`config.mk`:
```
export PLATFORM = sky130hd
export DESIGN_NAME = trivium_seq
export DESIGN_NICKNAME = d
export VERILOG_FILES = /design/src/rtl/trivium_seq.sv
export SDC_FILE = /design/constraint.sdc
export NUM_CORES = 1
export LEC_CHECK = 0
export CAP_MARGIN = 10
export CORE_MARGIN = 2
export CORE_UTILIZATION = 33
export CTS_CLUSTER_DIAMETER = 60
export DETAILED_ROUTE_END_ITERATION = 8
export SETUP_SLACK_MARGIN = 0.05
export SLEW_MARGIN = 30
export SYNTH_ARGS = -nofsm -noshare
export SYNTH_HDL_FRONTEND = slang
export SYNTH_SLANG_ARGS = --single-unit
```
`constraint.sdc`:
```
create_clock -name clk -period 2.8 [get_ports clk]
set_clock_uncertainty 0.15 [all_clocks]
set_input_delay 0.28 -clock clk [delete_from_list [all_inputs] [get_ports clk]]
set_output_delay 0.28 -clock clk [all_outputs]
set_load 0.1 [all_outputs]
```
`src/rtl/trivium_seq.sv`:
```
// trivium_seq: sequencer between the host byte bus, a Trivium keystream core
// and an output byte FIFO.
//
// Flow: collect KEY_BYTES key bytes and KEY_BYTES IV bytes, pulse core_load,
// clock the core WARMUP_CYCLES times with the output discarded, then clock it
// one bit per cycle. Bits are packed MSB-first into bytes, and each byte is
// written to the FIFO. The core is held whenever a finished byte is waiting
// on a full FIFO, so no keystream bit is lost.
//
// Optional build macro: TRIV_STREAM_LIMIT_EN. When it is defined, the block
// stops in DONE after STREAM_LEN bytes have been written. When it is not
// defined, RUN continues indefinitely.
//
// Ports
//   clk         system clock, rising edge
//   rst         synchronous reset, active low
//   data        host byte (key or IV)
//   strob_key   data is a key byte (one cycle)
//   strob_data  data is an IV byte (one cycle)
//   fifo_cnd    FIFO status {full, empty}
//   core_z      core keystream bit, valid whenever core_en=1
//   core_key    assembled key; the first byte received ends up in the MSBs
//   core_iv     assembled IV; same packing as the key
//   core_load   one-cycle load pulse to the core
//   core_en     core step enable
//   stream      keystream byte to the FIFO din
//   wt_sgn      FIFO write strobe
//   sign_reg    status {0, done, err, stall, run, warmup, iv_ok, key_ok}
module trivium_seq #(
  parameter int KEY_BYTES     = 10,
  parameter int WARMUP_CYCLES = 1152,
  parameter int STREAM_LEN    = 4096
) (
  input  logic                   clk,
  input  logic                   rst,
  input  logic [7:0]             data,
  input  logic                   strob_key,
  input  logic                   strob_data,
  input  logic [1:0]             fifo_cnd,
  input  logic                   core_z,
  output logic [8*KEY_BYTES-1:0] core_key,
  output logic [8*KEY_BYTES-1:0] core_iv,
  output logic                   core_load,
  output logic                   core_en,
  output logic [7:0]             stream,
  output logic                   wt_sgn,
  output logic [7:0]             sign_reg
);

  localparam int KW = 8 * KEY_BYTES;
  localparam int CW = $clog2(KEY_BYTES + 1);
  localparam int WW = $clog2(WARMUP_CYCLES + 1);
  localparam logic [CW-1:0] KB_LAST = CW'(KEY_BYTES);
  localparam logic [WW-1:0] WU_LAST = WW'(WARMUP_CYCLES - 1);

  typedef enum logic [2:0] {
    S_COLLECT,
    S_LOAD,
    S_WARMUP,
    S_RUN
`ifdef TRIV_STREAM_LIMIT_EN
    , S_DONE
`endif
  } state_e;

  state_e         state_q, state_d;
  logic [KW-1:0]  key_q, key_d, iv_q, iv_d;
  logic [CW-1:0]  key_cnt_q, key_cnt_d, iv_cnt_q, iv_cnt_d;
  logic [WW-1:0]  warm_q, warm_d;
  logic [6:0]     sbuf_q, sbuf_d;
  logic [2:0]     bit_q, bit_d;
  logic [7:0]     stream_q, stream_d;
  logic           bvld_q, bvld_d;
  logic [7:0]     sign_q, sign_d;
  logic           key_full, iv_full, full, err, run_st, done_st, rekey;

`ifdef TRIV_STREAM_LIMIT_EN
  localparam logic [15:0] SL_LAST = 16'(STREAM_LEN - 1);
  logic [15:0]    bcnt_q, bcnt_d;
`endif

  // fifo_cnd[0] (empty) carries no information for a writer.
  logic unused_sig;
`ifdef TRIV_STREAM_LIMIT_EN
  assign unused_sig = fifo_cnd[0];
`else
  assign unused_sig = fifo_cnd[0] | (STREAM_LEN == 0);
`endif

  assign full     = fifo_cnd[1];
  assign key_full = (key_cnt_q == KB_LAST);
  assign iv_full  = (iv_cnt_q == KB_LAST);
  assign run_st   = (state_q == S_RUN);
`ifdef TRIV_STREAM_LIMIT_EN
  assign done_st  = (state_q == S_DONE);
`else
  assign done_st  = 1'b0;
`endif
  // A key strobe after the stream has started restarts collection.
  assign rekey    = strob_key & (run_st | done_st);

  always_comb begin
    state_d   = state_q;
    key_d     = key_q;
    iv_d      = iv_q;
    key_cnt_d = key_cnt_q;
    iv_cnt_d  = iv_cnt_q;
    warm_d    = warm_q;
    sbuf_d    = sbuf_q;
    bit_d     = bit_q;
    stream_d  = stream_q;
    bvld_d    = bvld_q;
`ifdef TRIV_STREAM_LIMIT_EN
    bcnt_d    = bcnt_q;
`endif
    core_load = 1'b0;
    core_en   = 1'b0;
    wt_sgn    = 1'b0;
    err       = 1'b0;

    case (state_q)
      S_COLLECT: begin
        if (strob_key && !key_full) begin
          key_d     = {key_q[KW-9:0], data};
          key_cnt_d = key_cnt_q + CW'(1);
        end
        // When both strobes arrive together, the key byte wins.
        if (strob_data && !strob_key && !iv_full) begin
          iv_d     = {iv_q[KW-9:0], data};
          iv_cnt_d = iv_cnt_q + CW'(1);
        end
        err = strob_key & strob_data;
        if (key_full && iv_full) state_d = S_LOAD;
      end
      S_LOAD: begin
        core_load = 1'b1;
        err       = strob_key | strob_data;
        warm_d    = '0;
        state_d   = S_WARMUP;
      end
      S_WARMUP: begin
        core_en = 1'b1;
        err     = strob_key | strob_data;
        if (warm_q == WU_LAST) begin
          state_d = S_RUN;
          bit_d   = 3'd0;
          bvld_d  = 1'b0;
        end else begin
          warm_d = warm_q + WW'(1);
        end
      end
      S_RUN: begin
        core_en = ~(bvld_q & full);
        wt_sgn  = bvld_q & ~full;
        if (wt_sgn) bvld_d = 1'b0;
        if (core_en) begin
          sbuf_d = {sbuf_q[5:0], core_z};
          bit_d  = bit_q + 3'd1;
          // A byte can only complete 8 steps after the previous one, and
          // by then that byte has been written, so setting bvld here never
          // overwrites an unwritten byte.
          if (bit_q == 3'd7) begin
            stream_d = {sbuf_q, core_z};
            bvld_d   = 1'b1;
          end
        end
`ifdef TRIV_STREAM_LIMIT_EN
        if (wt_sgn) begin
          bcnt_d = bcnt_q + 16'd1;
          if (bcnt_q == SL_LAST) state_d = S_DONE;
        end
`endif
      end
`ifdef TRIV_STREAM_LIMIT_EN
      S_DONE: ;
`endif
      default: state_d = S_COLLECT;
    endcase

    if (rekey) begin
      key_d     = {key_q[KW-9:0], data};
      key_cnt_d = CW'(1);
      iv_cnt_d  = '0;
      bit_d     = 3'd0;
      bvld_d    = 1'b0;
      err       = strob_data;
      state_d   = S_COLLECT;
`ifdef TRIV_STREAM_LIMIT_EN
      bcnt_d    = '0;
`endif
    end

    sign_d = {1'b0, done_st, sign_q[5] | err, run_st & bvld_q & full,
              run_st, state_q == S_WARMUP, iv_full, key_full};
  end

  always_ff @(posedge clk) begin
    if (!rst) begin
      state_q   <= S_COLLECT;
      key_q     <= '0;
      iv_q      <= '0;
      key_cnt_q <= '0;
      iv_cnt_q  <= '0;
      warm_q    <= '0;
      sbuf_q    <= '0;
      bit_q     <= '0;
      stream_q  <= '0;
      bvld_q    <= 1'b0;
      sign_q    <= '0;
`ifdef TRIV_STREAM_LIMIT_EN
      bcnt_q    <= '0;
`endif
    end else begin
      state_q   <= state_d;
      key_q     <= key_d;
      iv_q      <= iv_d;
      key_cnt_q <= key_cnt_d;
      iv_cnt_q  <= iv_cnt_d;
      warm_q    <= warm_d;
      sbuf_q    <= sbuf_d;
      bit_q     <= bit_d;
      stream_q  <= stream_d;
      bvld_q    <= bvld_d;
      sign_q    <= sign_d;
`ifdef TRIV_STREAM_LIMIT_EN
      bcnt_q    <= bcnt_d;
`endif
    end
  end

  assign core_key = key_q;
  assign core_iv  = iv_q;
  assign stream   = stream_q;
  assign sign_reg = sign_q;

endmodule

```
==> parameters.txt <==
Parameter                              Value

Global routing
  Number of antenna violations at the first check in global routing    0
  Number of global-route vias before repair    6,111
  Gr usage total    0.1563
  Grt total ovfl    0
  Global-route wire length before repair    approximately 32,000 um
  Pin count of the biggest net entering global routing    81

Setup path
  Required time at the endpoint of the critical path    2.37 ns
  Critical path class    reg -> out
  Arrival time of the worst setup path    1.89 ns
  Slowest cell delay on critical path    around 0.45 ns
  Critical path startpoint category    flop
  Cells traversed along the worst timing path    inv_1, ha_1, inv_1, nand2_1, buf_12
  Slowest cell on the critical path    sky130_fd_sc_hd__ha_1
  Capturing element type of the critical path    output pin
  Most used cell, CP    sky130_fd_sc_hd__inv_1
  CP max FO    12

Clock tree
  Post-CTS setup repair buffer count    0
  Clock tree from TritonCTS    built
  Clock transition at path regs    0.06 ns
  Sink count of the clock tree    206
  Clock latency on the worst-skew pair    0.51 ns
  CTS root buffer    sky130_fd_sc_hd__clkbuf_16
  Maximum buffer depth of the clock tree    3
  H-tree depth    1
  Hold-fix buffers at CTS    0
  Num CTS Buffers    23
  Post-CTS Resized    0

Floorplan
  Cell Rows    55
  Horiz. Die Dim    155.8 um
  Area inside the core boundary    22,640 sq um
  Die height    155.8 um
  Full die area    24,270 sq um
  Initial Utilization    0.3358
  Number of placed I/O pins    194

Synth
  Syn. warnings    0
  Post-synthesis async set-or-reset flop share    0
  Post-Syn Instances    approximately 950
  Cell area after synthesis    7604 sq um
  Leading register cell type out of synthesis    sky130_fd_sc_hd__dfxtp_1
  Post-synth EDFFs    0
  Number of flip-flops and latches in the synthesized netlist    206
  Netlist cell types    between 40 and 50
  Sequential share of the synthesized area    0.5424
  Post-Syn Area per Cell    roughly 8.0 sq um

Final layout
  Growth of design area from synthesis to finish    32.91%
  Most common cell after layout, fill and taps aside    sky130_fd_sc_hd__nand2_1
  Final standard cell area without fillers    10,110 sq um
  Post-layout nets    1,135
  Most used cells in the layout excluding fill and tap cells    357 x sky130_fd_sc_hd__nand2_1, 206 x sky130_fd_sc_hd__dfxtp_1, 186 x sky130_fd_sc_hd__a21oi_1
  Share of final-layout standard cells stronger than drive strength 1    0.2071
  Antenna diode instance count    0

Placed design
  Final Wtd Congestion    roughly 0.76
  Placed wire-length estimate after detailed placement    13,170 um
  Placed instance area    9344 sq um
  Count of input and output buffers    190

Timing
  Post-layout min period    2.316 ns
  Slew @ Worst Pin    0.6254 ns
  Slew Limit Headroom    0.5785
  Pins over their slew limit    0
  Final TNS setup    0 ns
  Unrepaired setup endpoints after global routing    false
  Tcrit/Tclk final    0.8273
  Worst hold margin    0.2025 ns
  Maximum achievable frequency    431.7 MHz
  Final-report hold violation count    0
  Number of failing setup endpoints in the final timing report    0

Detailed routing
  Wire per inst    14.29 um
  Post-route DRC    0
  Final ANT Viol Nets    0
  Final WL    20,150 um
  Routed vias/inst    4.760
  Detailed-router iteration count before antenna repair    4
  Violation count after the first detailed-routing iteration    299
  DR vias    6,712

Job
  Max-cap violations    0

Power and ir drop
  IR Drop Worst-Case VDD    298.0 uV
  Static leakage    between 3 and 4 nW
  Pwr per Cell Area    660.7 nW/um^2
  Tot Pwr    6.676 mW

Status
  Run status    completed

Hold path
  Worst hold-check path type    in -> reg
## synth_stat cells, types with 2 or more instances
master	number	share of area
sky130_fd_sc_hd__a21boi_0	2	0.0020
sky130_fd_sc_hd__nand3_1	12	0.0079
sky130_fd_sc_hd__nor4_1	3	0.0025
sky130_fd_sc_hd__o31ai_1	3	0.0030
sky130_fd_sc_hd__ha_1	12	0.020
sky130_fd_sc_hd__xnor2_1	4	0.0046
sky130_fd_sc_hd__a211o_1	4	0.0046
sky130_fd_sc_hd__dfxtp_1	206	0.54
sky130_fd_sc_hd__nand2_1	358	0.18
sky130_fd_sc_hd__a21o_1	2	0.0020
sky130_fd_sc_hd__nand4_1	6	0.0049
sky130_fd_sc_hd__a31oi_1	2	0.0016
sky130_fd_sc_hd__xor2_1	4	0.0046
sky130_fd_sc_hd__a211oi_1	3	0.0030
sky130_fd_sc_hd__a21oi_1	186	0.12
sky130_fd_sc_hd__nor3_1	5	0.0033
sky130_fd_sc_hd__or3_1	2	0.0016
sky130_fd_sc_hd__buf_4	2	0.0020
sky130_fd_sc_hd__o21ai_0	6	0.0039
sky130_fd_sc_hd__and4_1	2	0.0023
sky130_fd_sc_hd__o2bb2ai_1	2	0.0023
sky130_fd_sc_hd__and2_1	4	0.0033
sky130_fd_sc_hd__nand3b_1	3	0.0030
sky130_fd_sc_hd__buf_2	6	0.0039
sky130_fd_sc_hd__and3_1	4	0.0033
sky130_fd_sc_hd__o21a_1	2	0.0020
sky130_fd_sc_hd__o41ai_2	2	0.0043
sky130_fd_sc_hd__clkbuf_1	57	0.028
sky130_fd_sc_hd__inv_1	7	0.0035
sky130_fd_sc_hd__nor2_1	17	0.0084
## worst max-delay path, delay by kind of cell, from the launching register on
family        cells  cell delay (ns)
fa+ha+maj         1             0.45
simple gates      1             0.16
buf+inv           3             0.44
flops             1             0.34
## final timing paths
kind              depth (start not counted)  slack, ns                        end                       from
hold reg to reg                           2       0.30  core_key[72]$_SDFFE_PN0P_  core_key[72]$_SDFFE_PN0P_
hold / removal                            3       0.20   core_key[0]$_SDFFE_PN0P_                    data[0]
setup reg to reg                          5       0.49     warm_q[6]$_SDFFE_PN0P_     warm_q[0]$_SDFFE_PN0P_
setup / recovery                          5       0.48                    core_en    state_q[0]$_SDFFE_PP0P_
## through the flow
step / instances / utilization / setup WS, ns
after global placement: 1368 / 0.4127 / 0.5226
after CTS: 1410 / 0.4464 / 0.4549
after detailed placement: 1368 / 0.4127 / 0.4988
final: 1410 / 0.4464 / 0.4837
after floorplan: 948 / - / 0.1715
after global routing: 1410 / 0.4464 / 0.3617
## routing by layer
| layer | GRT usage | up-vias | wire length, um |
|---|---|---|---|
| li1 | - | 3449 | - |
| met1 | 0.2064 | 3061 | 9209 |
| met2 | 0.2465 | 184 | 8956 |
| met3 | 0.05639 | 18 | 1759 |
| met4 | 0.03277 | 0 | 226 |
| met5 | 0 | - | 0 |
## area by class of cell
| class | count | area, sq um |
|---|---|---|
| clock buffer | 36 | 694.4 |
| tap | 285 | 356.6 |
| sequential | 206 | 4124 |
| multi-input combinational | 668 | 3199 |
| clock inverter | 6 | 67.56 |
| inverter | 8 | 35.03 |
| timing repair buffer | 201 | 1629 |
| fill | 2327 | 12530 |
## cells by family after synthesis
group / after synthesis / share of synthesized area
fa+ha+maj: 12 / 0.01975
compound gates: 222 / 0.1611
buf+inv: 74 / 0.03949
xor+xnor: 8 / 0.009214
simple gates: 424 / 0.2276
other cells: 1 / 0.0004932
flops: 206 / 0.5424
## where the power goes
group          switching [mW]  internal [mW]  leakage (nW)
Combinational           0.525          0.145          1.86
Clock                    1.20           1.80         0.368
Sequential             0.0380           2.97          1.66
Note: power is estimated with default switching activity, not from simulation.
